[src/rtl/jtag_dtm_pkg.sv]
// Shared types and constants for the JTAG debug transport module.
// Covers DMI op/status codes, IR codes, DTMCS field offsets and FSM states.
package jtag_dtm_pkg;

    typedef enum logic [1:0] {
        DMI_NOP  = 2'd0,
        DMI_RD   = 2'd1,
        DMI_WR   = 2'd2,
        DMI_BUSY = 2'd3
    } dmi_op_e;

    typedef enum logic [1:0] {
        RSP_OK   = 2'd0,
        RSP_FAIL = 2'd2,
        RSP_BUSY = 2'd3
    } dmi_rsp_e;

    typedef enum logic [1:0] {
        ST_IDLE,
        ST_REQ,
        ST_WAIT
    } dtm_state_e;

    localparam logic [7:0] IR_CODE_DTMCS = 8'h10;
    localparam logic [7:0] IR_CODE_DMI   = 8'h11;

    localparam int unsigned DTMCS_VERSION   = 0;
    localparam int unsigned DTMCS_ABITS     = 4;
    localparam int unsigned DTMCS_DMISTAT   = 10;
    localparam int unsigned DTMCS_IDLE      = 12;
    localparam int unsigned DTMCS_DMIRESET  = 16;
    localparam int unsigned DTMCS_HARDRESET = 17;

    localparam int unsigned DMI_DATA_LSB = 2;
    localparam int unsigned DMI_ADDR_LSB = 34;

endpackage

[src/rtl/jtag_dr_shifter.sv]
// Variable-length JTAG data register: parallel capture, serial shift with
// TDI entering at bit len-1 so short registers stay LSB-aligned.
module jtag_dr_shifter #(
    parameter int unsigned W  = 41,
    parameter int unsigned LW = $clog2(W + 1)
) (
    input  logic          clk_i,
    input  logic          rst_ni,
    input  logic          capture_i,
    input  logic          shift_i,
    input  logic          tdi_i,
    input  logic [LW-1:0] len_i,
    input  logic [W-1:0]  cap_data_i,
    output logic [W-1:0]  sr_o
);

    logic [W-1:0]  sr_q, sr_d;
    logic [LW-1:0] msb;

    assign msb  = len_i - LW'(1);
    assign sr_o = sr_q;

    always_comb begin
        sr_d = sr_q;
        if (capture_i) begin
            sr_d = cap_data_i;
        end else if (shift_i) begin
            sr_d      = sr_q >> 1;
            sr_d[msb] = tdi_i;
        end
    end

    always_ff @(posedge clk_i or negedge rst_ni) begin
        if (!rst_ni) sr_q <= '0;
        else         sr_q <= sr_d;
    end

endmodule

[src/rtl/jtag_dmi_ctrl.sv]
// Debug transport controller: DTMCS/DMI data registers behind the TAP and
// the request/response sequencer towards the Debug Module (TCLK domain).
module jtag_dmi_ctrl
    import jtag_dtm_pkg::*;
#(
    parameter int unsigned          IR_WIDTH  = 5,
    parameter int unsigned          ABITS     = 7,
    parameter logic [IR_WIDTH-1:0]  IR_DTMCS  = IR_WIDTH'(IR_CODE_DTMCS),
    parameter logic [IR_WIDTH-1:0]  IR_DMI    = IR_WIDTH'(IR_CODE_DMI),
    parameter logic [2:0]           IDLE_HINT = 3'd1
) (
    input  logic                TCLK,
    input  logic                TRSTn,
    input  logic [IR_WIDTH-1:0] ir,
    input  logic                dr_capture,
    input  logic                dr_shift,
    input  logic                dr_update,
    input  logic                TDI,
    output logic                dr_tdo,
    output logic                dmi_req_valid,
    input  logic                dmi_req_ready,
    output logic [ABITS-1:0]    dmi_req_addr,
    output logic [31:0]         dmi_req_data,
    output logic [1:0]          dmi_req_op,
    input  logic                dmi_rsp_valid,
    output logic                dmi_rsp_ready,
    input  logic [31:0]         dmi_rsp_data,
    input  logic [1:0]          dmi_rsp_op
);

    localparam int unsigned SRW = ABITS + 34;
    localparam int unsigned LW  = $clog2(SRW + 1);
    localparam logic [5:0]  ABITS_F = 6'(ABITS);

    dtm_state_e       state_q, state_d;
    logic [1:0]       sticky_q, sticky_d;
    logic [31:0]      rsp_data_q, rsp_data_d;
    logic [ABITS-1:0] addr_q, addr_d;
    logic [31:0]      data_q, data_d;
    logic [1:0]       op_q, op_d;

    logic             sel_dtmcs, sel_dmi, busy;
    logic [LW-1:0]    len;
    logic [SRW-1:0]   cap_data, sr;
    logic [1:0]       upd_op;

    assign sel_dtmcs = (ir == IR_DTMCS);
    assign sel_dmi   = (ir == IR_DMI);
    assign busy      = (state_q != ST_IDLE);
    assign len       = sel_dtmcs ? LW'(32) : (sel_dmi ? LW'(SRW) : LW'(1));
    assign upd_op    = sr[1:0];

    always_comb begin
        cap_data = '0;
        if (sel_dtmcs) begin
            cap_data = SRW'({14'b0, 3'b0, IDLE_HINT, sticky_q, ABITS_F, 4'd1});
        end else if (sel_dmi) begin
            cap_data = busy ? {addr_q, 32'h0, DMI_BUSY}
                            : {addr_q, rsp_data_q, sticky_q};
        end
    end

    jtag_dr_shifter #(.W(SRW), .LW(LW)) u_shifter (
        .clk_i      (TCLK),
        .rst_ni     (TRSTn),
        .capture_i  (dr_capture),
        .shift_i    (dr_shift),
        .tdi_i      (TDI),
        .len_i      (len),
        .cap_data_i (cap_data),
        .sr_o       (sr)
    );

    always_comb begin
        state_d    = state_q;
        sticky_d   = sticky_q;
        rsp_data_d = rsp_data_q;
        addr_d     = addr_q;
        data_d     = data_q;
        op_d       = op_q;
        unique case (state_q)
            ST_REQ: begin
                if (dmi_req_ready) state_d = ST_WAIT;
            end
            ST_WAIT: begin
                if (dmi_rsp_valid) begin
                    rsp_data_d = dmi_rsp_data;
                    if (dmi_rsp_op == RSP_FAIL && sticky_q == RSP_OK)
                        sticky_d = RSP_FAIL;
                    state_d = ST_IDLE;
                end
            end
            default: ;
        endcase
        // A scan that races a live transaction is the first error seen.
        if (dr_capture && sel_dmi && busy && sticky_q == RSP_OK)
            sticky_d = RSP_BUSY;
        if (dr_update && sel_dmi && sticky_q == RSP_OK) begin
            if (busy) begin
                sticky_d = RSP_BUSY;
            end else if (upd_op == DMI_RD || upd_op == DMI_WR) begin
                addr_d  = sr[SRW-1:DMI_ADDR_LSB];
                data_d  = sr[DMI_ADDR_LSB-1:DMI_DATA_LSB];
                op_d    = upd_op;
                state_d = ST_REQ;
            end
        end
        if (dr_update && sel_dtmcs) begin
            if (sr[DTMCS_DMIRESET]) sticky_d = RSP_OK;
            if (sr[DTMCS_HARDRESET]) begin
                sticky_d = RSP_OK;
                state_d  = ST_IDLE;
            end
        end
    end

    always_ff @(posedge TCLK or negedge TRSTn) begin
        if (!TRSTn) begin
            state_q    <= ST_IDLE;
            sticky_q   <= '0;
            rsp_data_q <= '0;
            addr_q     <= '0;
            data_q     <= '0;
            op_q       <= '0;
        end else begin
            state_q    <= state_d;
            sticky_q   <= sticky_d;
            rsp_data_q <= rsp_data_d;
            addr_q     <= addr_d;
            data_q     <= data_d;
            op_q       <= op_d;
        end
    end

    assign dr_tdo        = dr_shift & sr[0];
    assign dmi_req_valid = (state_q == ST_REQ);
    assign dmi_rsp_ready = (state_q == ST_WAIT);
    assign dmi_req_addr  = addr_q;
    assign dmi_req_data  = data_q;
    assign dmi_req_op    = op_q;

endmodule

[config.mk]
export PLATFORM = sky130hd
export DESIGN_NAME = jtag_dmi_ctrl
export DESIGN_NICKNAME = d
export VERILOG_FILES = /design/src/rtl/jtag_dtm_pkg.sv /design/src/rtl/jtag_dr_shifter.sv /design/src/rtl/jtag_dmi_ctrl.sv
export SDC_FILE = /design/constraint.sdc
export NUM_CORES = 1
export LEC_CHECK = 0
export CAP_MARGIN = 5
export CORE_MARGIN = 1
export CORE_UTILIZATION = 30
export CTS_CLUSTER_DIAMETER = 120
export CTS_CLUSTER_SIZE = 20
export DETAILED_ROUTE_END_ITERATION = 6
export PLACE_DENSITY = 0.54
export SYNTH_ARGS = -nofsm -noshare
export SYNTH_HDL_FRONTEND = slang
export SYNTH_SLANG_ARGS = --single-unit
[constraint.sdc]
create_clock -name TCLK -period 2.99 [get_ports TCLK]
set_input_delay 0.299 -clock TCLK [delete_from_list [all_inputs] [get_ports TCLK]]
set_output_delay 0.299 -clock TCLK [all_outputs]
set_load 0.01 [all_outputs]
---- After elaboration in Yosys (flattened, before gate mapping) ----
Cells that the tools add are included.
cells by class
  reduce and logical (&&, ||, !) cells .... 14
  magnitude comparators ................... 2
  bitwise gates (word level) .............. 2
  equality and inequality tests ........... 7
  add/sub/neg operators ................... 1
  muxes and demuxes ....................... 27
operator list
  operator               count
  $mux W41               4
  $bwmux W41             1
  $mux W34               1
  $mux W2                16
  $mux W6                2
  $eq A5 B5 Y1 const B   2
  $logic_and A1 B1 Y1    8
  $lt A6 B7 Y1 const B   1
  $demux W1 S6           1
  $eq A2 B2 Y1 const B   3
  $ge A6 B1 Y1 const B   1
  $sub A6 B1 Y6 const B  1
  $eq A2 B1 Y1 const B   2
  $pmux W2 S2            1
  $reduce_bool A2 Y1     2
  $reduce_and A3 Y1      1
  $logic_not A2 Y1       1
  $reduce_and A2 Y1      1
  $and A1 B1 Y1          1
  $logic_or A1 B1 Y1     1
  $mux W1                1
  $not A1 Y1             1
storage, ports and cells
  flip-flop bits (word level) ............. 118
  logic and storage cells ................. 60
  bits of input ports ..................... 47
  output and inout bits ................... 44

---- Depth between registers and ports, before layout ----
  word-level depth ........................ 11
  gate-level depth with buffers ........... 9
  mapped depth without buffers ............ 6

---- By module ----
From an unflattened synthesis, not the netlist that was laid out.
second synthesis, totals
  cells, all modules ...................... 603
  area, all modules ....................... 6317.3 µm²
modules (own cells, without submodules)
  module           instances  sequential area each (µm²)  cells an instance  area an instance (µm²)
  jtag_dmi_ctrl    1          1926.8                      251                3409.5
  jtag_dr_shifter  1          1026.0                      352                2907.8

---- Worst setup path before layout ----
No wires, ideal clock.
  path type ............................... reg-to-reg
  start ................................... register state_q[1]
  end ..................................... register addr_q[0], in the netlist dmi_req_addr[0]
  library setup time ...................... 0.130 ns
  clock period less this slack ............ 1.962 ns
  path slack .............................. 1.028 ns
  path buffers ............................ 3
  arrival ................................. 1.832 ns
  required time ........................... 2.860 ns
  stages on the path, launching flop included .. 10
  cells stage by stage .................... dfrtp_1 -> inv_1 -> ha_1 -> buf_2 -> nor4bb_1 -> nand4_1 -> clkbuf_1 -> clkbuf_1 -> nand2_1 -> o21ai_0
on the way
  longest elaborated chain between the ends .. 3
ends and longest elaborated chain
  what                         RTL line              source
  start: declaration           jtag_dmi_ctrl.sv:35   dtm_state_e state_q, state_d;
  start signal: assignment     jtag_dmi_ctrl.sv:126  state_q <= state_d;
  $reduce_bool A2 Y1           jtag_dmi_ctrl.sv:49   assign busy = (state_q != ST_IDLE);
  $not A1 Y1 (no line)         -
  $reduce_and A3 Y1 (no line)  -
  end signal: assignment       jtag_dmi_ctrl.sv:129  addr_q <= addr_d;
  end: declaration             jtag_dmi_ctrl.sv:38   logic [ABITS-1:0] addr_q, addr_d;
Every way passes these cells.
A chain may end at the register's enable or synchronous reset.

---- Final worst setup path ----
  start ................................... register state_q[1]
  end ..................................... register data_q[0], in the netlist dmi_req_data[0]
on the way
  longest elaborated chain between the ends .. 3
ends and longest elaborated chain
  what                         RTL line              source
  $reduce_bool A2 Y1           jtag_dmi_ctrl.sv:49
  $not A1 Y1 (no line)         -
  $reduce_and A3 Y1 (no line)  -
  end signal: assignment       jtag_dmi_ctrl.sv:130  data_q <= data_d;
  end: declaration             jtag_dmi_ctrl.sv:39   logic [31:0] data_q, data_d;
Every way passes these cells.

==> key figures <==
Setup path
  • CP Buf/Inv Count: 2
  • Path depth of the worst reg2reg path: 6
  • WP data required: 3270 ps
  • WP depth: 6
  • CP peak stage delay: 410 ps
  • CP max stage cell: dfrtp_1
  • Critical path data arrival time: 2470 ps
  • Worst setup EP type: flip-flop
  • Crit Path Max Fanout: 43
  • Crit Path Class: flip-flop to flip-flop
  • RR Endpoint: dmi_req_data[0]$_DFFE_PN0P_
  • RR Startpoint: state_q[1]$_DFF_PN0_
  • Worst R2R Setup Slack: 810 ps
  • Top delay family on crit path: simple AND/OR/NAND/NOR gates
  • Cells along the critical path: inv_1, ha_1, nor4bb_1, nand4_1, buf_4, mux2_2
  • CP startpoint kind: flip-flop

Layout
  • FF/Latch Area: 0.00295 mm2
  • Finished Cell Area: 0.00674 mm2
  • Layout area overhead: 34.0%
  • Fin nets: 617
  • # diodes: 0
  • Fillers: 1547
  • Multi-input logic area: 0.00182 mm2
  • Layout cells sized above 1: 0.164

Clock network
  • Root Driver: clkbuf_16
  • Htree depth: 4
  • Cts bufs inserted: 17
  • Worst-path clk slew: 50 ps
  • Post-CTS Setup Bufs: 0
  • Clk Latency, worst-skew pair: 410 ps
  • Hold_buf cts: 0
  • TritonCTS clock tree: built
  • Resized Gates After CTS: 0
  • Sink Count: 118
  • Clock Path Buffers: 2

Global route
  • Total grt overflow: 0
  • GRT Overall Usage: 0.144
  • Pin count of the biggest net entering global routing: 66
  • First-pass GRT wire length: 19.4 mm
  • Initial antenna violation count: 0
  • Vias in the first global route: 3780

Die
  • Die H: 132 um
  • Core area: 0.0161 mm2
  • I/O pins: 91
  • Starting density of the core: 0.312
  • Die width: 132 um
  • Total Die Area: 0.0173 mm2
  • Core Rows: 46

Drt
  • DR DRC count: 0
  • Drt wl/cell: 14.8 um
  • Detail Route Antenna Nets: 0
  • Drt total wl: 11.8 mm
  • Vias/cell: 4.60
  • DR iter-0 viols: 234
  • First-pass iteration count of the detailed router: 4
  • Via Count: 3661

Yosys
  • Largest family of logic cells by synthesized area: multiplexers
  • Post-synth top flop: dfrtp_1
  • Post-synthesis sequential area ratio: 0.587
  • Syn Area/Cell: 10.5 um2
  • Post-synthesis mux area share: 0.129
  • Xor-xnor portion of the synthesized cell area: 0.00174
  • Cells after Synth: 479
  • Dominant cell type by area after synthesis: dfrtp_1
  • Synthesized cell area: 0.00503 mm2
  • Synth cell count leaders: 118 x dfrtp_1, 59 x a21oi_1, 59 x nor2_1
  • Complex-gate fraction of the synthesized area: 0.114
  • Simple-gate share of the synthesized area: 0.109
  • Synthesized netlist net count: 529
  • Unique masters post-synth: 33
  • Synth Area in Adders: 0.00746
  • YS warnings: 0
  • Share of the synthesized area in the top cell type: 0.587
  • Synth top area cells: dfrtp_1 59%, mux2_2 11%, a21oi_1 5.9%
  • Count leader, synth: dfrtp_1
  • Number of synthesized register bits: 118
  • Number of flops mapped to enable cells by yosys: 0
  • Async SR Flop Fraction: 1.00

Timing
  • Setup TNS: 0 ps
  • Clock skew: 12.6 ps
  • Max-slew violations: 0
  • RSZ-0062 raised after global routing: false
  • Hold Slack: -0.940 ps
  • Tmin final: 2180 ps
  • Hold Fails Final Rpt: 4
  • Max Clk Rate: 458 MHz
  • Final period utilization: 0.730
  • Worst slew pin tran: 848 ps
  • Slew headroom: 0.435
  • Final setup viols: 0

Place
  • HPWL after detailed placement: 7.95 mm
  • Port buffer count: 90
  • DP Area: 0.00615 mm2
  • RePlAce Congestion: 0.744

Power
  • Cell area power density: 592 mW/mm2
  • Peak supply drop: 0.436 mV
  • Leakage: 3.13 nW

Status
  • Failing checks: hold timing
  • Status: finished with violations

Run
  • Max-cap viol count: 0

Worst hold path
  • Worst min-delay path class: input port to asynchronous set/reset pin
==> final cells by class <==
| class | instances | area share |
|---|---|---|
| clock buffer | 24 | 0.0744 |
| clock inverter | 8 | 0.0141 |
| inverter | 32 | 0.0178 |
| multi-input combinational | 299 | 0.270 |
| sequential | 118 | 0.438 |
| tap | 216 | 0.0401 |
| timing repair buffer | 99 | 0.145 |
==> cells in the final DEF, fill, tap and decap left out, drive strengths merged, types with 2 or more instances in the layout <==
master         instances
dfrtp                118
clkdlybuf4s50         87
nand2                 42
nand3                  9
mux2i                 12
nor2b                  3
clkinv                 4
clkbuf                24
a21oi                 59
clkinvlp               2
buf                   12
a31oi                  3
a311oi                 2
bufinv                 2
mux2                  47
o21ai                 42
nor3                   3
a211oi                 2
ha                     3
nor2                  59
inv                   32
==> metal layers <==
metal | GRT usage | share of wire
met4 | 0.0478 | 0.0096
met5 | 0 | 0
met3 | 0.0440 | 0.049
met2 | 0.225 | 0.46
met1 | 0.190 | 0.48
==> registers in the layout, summed over array words and instances, names as in the netlist <==
name            count
dmi_req_op          2
dmi_req_data       32
dmi_req_addr        7
u_shifter.sr_o     41
sticky_q            2
rsp_data_q         32
state_q             2
==> report_power, final <==
part	internal, W	switching, W	leakage (nW)
registers	0.00165	0.0000333	1.61
logic	0.000133	0.000151	1.23
clock network	0.00133	0.000696	0.292
==> worst max path at each step <==
| stage | start | to | slack [ps] |
|---|---|---|---|
| final | state_q[1]$_DFF_PN0_ | dmi_req_data[0]$_DFFE_PN0P_ | 810 |
| after global routing | state_q[1]$_DFF_PN0_ | dmi_req_data[5]$_DFFE_PN0P_ | 700 |
| after CTS | state_q[1]$_DFF_PN0_ | dmi_req_data[0]$_DFFE_PN0P_ | 830 |
| after detailed placement | ir[3] | u_shifter.sr_o[40]$_DFFE_PN0P_ | 590 |
| after global placement | ir[3] | u_shifter.sr_o[17]$_DFFE_PN0P_ | 670 |
| after floorplan | state_q[1]$_DFF_PN0_ | dmi_req_addr[0]$_DFFE_PN0P_ | 1030 |
==> stage by stage <==
step / std cells / setup WS, ps / hold WS (ps) / utilization / power [W]
after floorplan: 479 / 1030 / 3.41 / - / 0.00183
after global placement: 764 / 668 / 442 / 0.381 / 0.00199
after detailed placement: 764 / 592 / 455 / 0.381 / 0.00200
after CTS: 796 / 828 / 12.0 / 0.418 / 0.00404
after global routing: 796 / 698 / 66.2 / 0.418 / 0.00414
final: 796 / 808 / -0.940 / 0.418 / 0.00399
==> cell families after synthesis <==
logic type / count (synthesis)
simple gates: 126
flops: 118
compound gates: 110
buf+inv: 62
mux: 59
fa+ha+maj: 3
xor+xnor: 1
==> worst register-to-register path, delay by kind of cell, from the launching register on <==
| kind | cells | cell delay, ps |
|---|---|---|
| AND/OR/NAND/NOR | 2 | 560 |
| adder cells (fa/ha/maj) | 1 | 360 |
| flip-flops | 1 | 410 |
| multiplexers | 1 | 330 |
| buffers and inverters | 2 | 410 |
No activity file was read; power rests on OpenSTA's default activity.
